File: src/rtl/uart_pkg.sv
// Shared UART definitions: FSM encodings, data width, bit-period width.
package uart_pkg;

  localparam int UART_DATA_BITS = 8;
  localparam int UART_BAUD_W    = 16;

  typedef enum logic [2:0] {
    IDLE   = 3'd0,
    START  = 3'd1,
    DATA   = 3'd2,
    PARITY = 3'd3,
    STOP   = 3'd4
  } uart_state_e;

endpackage

File: src/rtl/uart_baud_cnt.sv
// Bit-period counter: counts 0..P-1 and strobes bit_end on the last cycle.
module uart_baud_cnt
  import uart_pkg::*;
(
  input  logic                   clk_i,
  input  logic                   rst_ni,
  input  logic                   clr_i,
  input  logic                   en_i,
  input  logic [UART_BAUD_W-1:0] period_i,
  output logic                   bit_end_o
);

  logic [UART_BAUD_W-1:0] cnt_q, cnt_d;
  logic [UART_BAUD_W-1:0] last;

  // A period of 0 behaves like 1; no wrap on the subtraction.
  assign last = (period_i == '0) ? '0
              : period_i - UART_BAUD_W'(1);

  assign bit_end_o = en_i && (cnt_q == last);

  always_comb begin
    cnt_d = cnt_q;
    if (clr_i || bit_end_o) begin
      cnt_d = '0;
    end else if (en_i) begin
      cnt_d = cnt_q + UART_BAUD_W'(1);
    end
  end

  always_ff @(posedge clk_i or negedge rst_ni) begin
    if (!rst_ni) begin
      cnt_q <= '0;
    end else begin
      cnt_q <= cnt_d;
    end
  end

endmodule

File: src/rtl/uart_tx.sv
// UART transmitter, 8 data bits LSB-first, 1/2 stop bits, registered outputs.
// Optional parity bit when UART_TX_PARITY_EN is defined.
module uart_tx
  import uart_pkg::*;
#(
  parameter int unsigned STOP_BITS = 1
) (
  input  logic                   clk_i,
  input  logic                   rst_ni,
  input  logic [UART_BAUD_W-1:0] clks_per_bit_i,
  input  logic                   parity_odd_i,
  input  logic                   tx_valid_i,
  input  logic [7:0]             tx_data_i,
  output logic                   tx_ready_o,
  output logic                   tx_o,
  output logic                   tx_busy_o,
  output logic                   tx_done_o
);

  uart_state_e            state_q, state_d;
  logic [7:0]             shift_q, shift_d;
  logic [2:0]             idx_q, idx_d;
  logic [UART_BAUD_W-1:0] per_q, per_d;
  logic                   stop_q, stop_d;
  logic                   tx_q, tx_d;
  logic                   ready_q, ready_d;
  logic                   busy_q, busy_d;
  logic                   done_q, done_d;
  logic                   bit_end;

`ifdef UART_TX_PARITY_EN
  logic                   par_q, par_d;
`else
  logic                   unused_parity;
  assign unused_parity = parity_odd_i;
`endif

  uart_baud_cnt u_baud_cnt (
    .clk_i     (clk_i),
    .rst_ni    (rst_ni),
    .clr_i     (state_q == IDLE),
    .en_i      (state_q != IDLE),
    .period_i  (per_q),
    .bit_end_o (bit_end)
  );

  always_ff @(posedge clk_i or negedge rst_ni) begin
    if (!rst_ni) begin
      state_q <= IDLE;
      shift_q <= '0;
      idx_q   <= '0;
      per_q   <= '0;
      stop_q  <= 1'b0;
      tx_q    <= 1'b1;
      ready_q <= 1'b1;
      busy_q  <= 1'b0;
      done_q  <= 1'b0;
`ifdef UART_TX_PARITY_EN
      par_q   <= 1'b0;
`endif
    end else begin
      state_q <= state_d;
      shift_q <= shift_d;
      idx_q   <= idx_d;
      per_q   <= per_d;
      stop_q  <= stop_d;
      tx_q    <= tx_d;
      ready_q <= ready_d;
      busy_q  <= busy_d;
      done_q  <= done_d;
`ifdef UART_TX_PARITY_EN
      par_q   <= par_d;
`endif
    end
  end

  always_comb begin
    state_d = state_q;
    shift_d = shift_q;
    idx_d   = idx_q;
    per_d   = per_q;
    stop_d  = stop_q;
`ifdef UART_TX_PARITY_EN
    par_d   = par_q;
`endif
    case (state_q)
      IDLE: begin
        if (tx_valid_i) begin
          shift_d = tx_data_i;
          per_d   = clks_per_bit_i;
          idx_d   = '0;
          stop_d  = 1'b0;
`ifdef UART_TX_PARITY_EN
          par_d   = (^tx_data_i) ^ parity_odd_i;
`endif
          state_d = START;
        end
      end
      START: begin
        if (bit_end) state_d = DATA;
      end
      DATA: begin
        if (bit_end) begin
          shift_d = shift_q >> 1;
          idx_d   = idx_q + 3'd1;
          if (idx_q == 3'(UART_DATA_BITS - 1)) begin
`ifdef UART_TX_PARITY_EN
            state_d = PARITY;
`else
            state_d = STOP;
`endif
          end
        end
      end
`ifdef UART_TX_PARITY_EN
      PARITY: begin
        if (bit_end) state_d = STOP;
      end
`endif
      STOP: begin
        if (bit_end) begin
          if (STOP_BITS == 1 || stop_q) begin
            state_d = IDLE;
          end else begin
            stop_d = 1'b1;
          end
        end
      end
      default: state_d = IDLE;
    endcase
  end

  // Outputs are registered from next-state values so they line up with state.
  always_comb begin
    tx_d = 1'b1;
    case (state_d)
      START:   tx_d = 1'b0;
      DATA:    tx_d = shift_d[0];
`ifdef UART_TX_PARITY_EN
      PARITY:  tx_d = par_q;
`endif
      default: tx_d = 1'b1;
    endcase
    ready_d = (state_d == IDLE);
    busy_d  = (state_d != IDLE);
    done_d  = (state_q == STOP) && (state_d == IDLE);
  end

  assign tx_o       = tx_q;
  assign tx_ready_o = ready_q;
  assign tx_busy_o  = busy_q;
  assign tx_done_o  = done_q;

endmodule

File: config.mk
export PLATFORM = sky130hd
export DESIGN_NAME = uart_tx
export DESIGN_NICKNAME = d
export VERILOG_FILES = /design/src/rtl/uart_pkg.sv /design/src/rtl/uart_baud_cnt.sv /design/src/rtl/uart_tx.sv
export SDC_FILE = /design/constraint.sdc
export NUM_CORES = 1
export LEC_CHECK = 0
export ABC_AREA = 1
export CORE_UTILIZATION = 60
export CTS_CLUSTER_DIAMETER = 80
export CTS_CLUSTER_SIZE = 16
export DETAILED_ROUTE_END_ITERATION = 10
export HOLD_SLACK_MARGIN = 0.12
export PLACE_DENSITY = 0.92
export SLEW_MARGIN = 15
export SYNTH_ARGS = -nofsm -noshare
export SYNTH_HDL_FRONTEND = slang
export SYNTH_SLANG_ARGS = --single-unit
File: constraint.sdc
create_clock -name clk_i -period 4.1 [get_ports clk_i]
set_input_delay 0.615 -clock clk_i [delete_from_list [all_inputs] [get_ports clk_i]]
set_output_delay 0.615 -clock clk_i [all_outputs]
set_load 0.05 [all_outputs]
==> results.tsv <==
metric	value	unit
status	finished, final reports clean	
gp_congestion	0.904	
required	4310	ps
synth_area_per_cell	6.94	um2
drt_pass1_iterations	6	
syn-num-nets	475	
synth_area_leaders	dfrtp_1 39%, nand2_1 17%, nand3_1 8.0%	
max_slew_margin	0.593	
hold_viol	0	
maxCapViolations	0	
fill_cells	422	
synth-seq-cells	50	
grt_pass1_wl	11.6	mm
grtUsageTotal	0.283	
antennaDiodeCount	0	
cp.arrival	3220	ps
p_leak	0.00171	uW
critPathCaptureType	register	
tns	0	ps
min_path_type	primary input to asynchronous set/reset pin	
drc	0	
synthArstFlopShare	1.00	
die-width	73.6	um
grt_max_degree	51	
cts.hold.buffers_added	0	
fin_area	0.00352	mm2
synth_edf_count	0	
period_minus_slack	3010	ps
num_vias	2923	
area_delta_synth_final	14.4	%
clock_skew	6.22	ps
antenna_found_initial	0	
multi_input_area	0.00157	mm2
cts_buffers	5	
syn_inst	443	
power.density	620	mW/mm2
vdd_drop_max	0.453	mV
drt_iter0_drc	255	
overflow	0	
yosys.cell_types.count	36	
clock_path_buffers	2	
hold-worst-slack	305	ps
nets	504	
finalCritPeriodShare	0.733	
crit_type	register to register	
max_freq	333	MHz
yosysSeqAreaShare	0.408	
cts_tree	yes	
regArea	0.00125	mm2
routedWlPerCell	12.8	um
post-cts-setup-buffers	0	
synth_top_area_cell	dfrtp_1	
synth_top_area_share	0.391	
fp.dieH	73.6	um
core	0.00482	mm2
slew_viol_final	0	
clkTransAtPathRegs	100	ps
rows	25	
portBuffers	30	
cp_max_fo	30	
ant_nets	0	
yosys_warnings	0	
start_kind	register	
clockRootBuffer	clkbuf_8	
drive_gt1_frac	0.0761	
grt_pass1_vias	2697	
cts-resized-gates	0	
clock-sinks	50	
io_pins	32	
start_util	0.638	
yosys-top-cells-count	141 x nand2_1, 53 x inv_1, 50 x nor2_1	
utilization	0.730	
synth_most_common_cell	nand2_1	
clk-insertion-delay-late	320	ps
grt_setup_unrepaired	false	
placed_area	0.00342	mm2
htreeDepth	2	
setup_viol	0	
syn-cell-area	0.00308	mm2
routed_wl	6.92	mm
worst_pin_slew	611	ps
synth_ff_type	dfrtp_1	
vias_per_cell	5.41	
place_hpwl	5.20	mm
die_area	0.00542	mm2
-- routing by layer --
metal | wire (um) | part of all wire | GRT usage | vias to the layer above
li1 | - | - | - | 1469
met1 | 3000 | 0.43 | 0.355 | 1339
met2 | 3380 | 0.49 | 0.464 | 98
met3 | 367 | 0.053 | 0.0604 | 17
met4 | 167 | 0.024 | 0.137 | 0
met5 | 0 | 0 | 0 | -
-- flip-flops by register name, summed over array words and instances, names as in the netlist --
name / count
idx_q: 3
per_q: 16
shift_q: 8
state_q: 3
tx_busy_o: 1
tx_done_o: 1
tx_o: 1
tx_ready_o: 1
u_baud_cnt.cnt_q: 16
-- critical path, cell delays in order (launching register included) --
cell and delay (ps):
dfrtp_1 370, inv_1 170, ha_1 260, nand2_2 130, nor2_2 130, nand2_2 310
nand4_1 250, nand2_1 80, nor2_1 100, nand3_1 70, nor2_1 220, nand2_1 120
nand2_1 440, o21bai_1 190, a21oi_1 50
-- cell families after synthesis --
family,synth area share
compound gates,0.0606
xor+xnor,0.00855
fa+ha+maj,0.0163
buf+inv,0.0830
flops,0.408
simple gates,0.424
-- cells in the final DEF, fill, tap and decap left out, types with 2 or more instances in the layout --
master,synthesis,routed
a21oi_1,7,7
a31oi_1,2,2
buf_4,1,2
clkbuf_8,0,5
clkdlybuf4s50_1,0,29
dfrtp_1,48,48
dfstp_2,2,2
ha_1,4,4
inv_1,53,53
nand2_1,141,141
nand2_2,5,5
nand3_1,49,49
nand3_2,2,2
nand4_1,12,12
nor2_1,50,49
nor2_2,8,9
nor2_4,2,2
nor3_1,8,8
nor3b_1,5,5
o21ai_0,20,20
xor2_1,3,3
-- stage by stage --
stage,setup slack (ps),instances,total power [uW]
6_report,1090,540,2180
5_1_grt,779,540,2390
4_1_cts,1110,540,2170
3_5_place_dp,1170,532,1850
3_3_place_gp,1260,532,1790
2_1_floorplan,1870,443,1590
-- cell type report --
cell class,count,area share
inverters,55,0.0591
well taps,67,0.0238
clock inverters,3,0.00818
multi-input cells,329,0.446
clock buffers,5,0.0196
repair buffers,31,0.0868
flip-flops and latches,50,0.356
-- where the power goes --
part           internal (uW)  switching, uW
registers                658            139
clock network            128            184
logic                    371            700
-- path summary, 6_finish.rpt --
| check | startpoint | to | slack, ps | cells after the start |
|---|---|---|---|---|
| max in group asynchronous | rst_ni | state_q[0] | 3390 | 1 |
| worst min register to register | shift_q[7] | shift_q[7] | 510 | 2 |
| worst max register to register | per_q[0] | u_baud_cnt.cnt_q[15] | 1090 | 14 |
| worst max-delay path | per_q[0] | u_baud_cnt.cnt_q[15] | 1090 | 14 |
| min in group clk_i | shift_q[7] | shift_q[7] | 510 | 2 |
| worst min-delay path | rst_ni | per_q[4] | 310 | 1 |
Note: power is estimated with default switching activity, not from simulation.
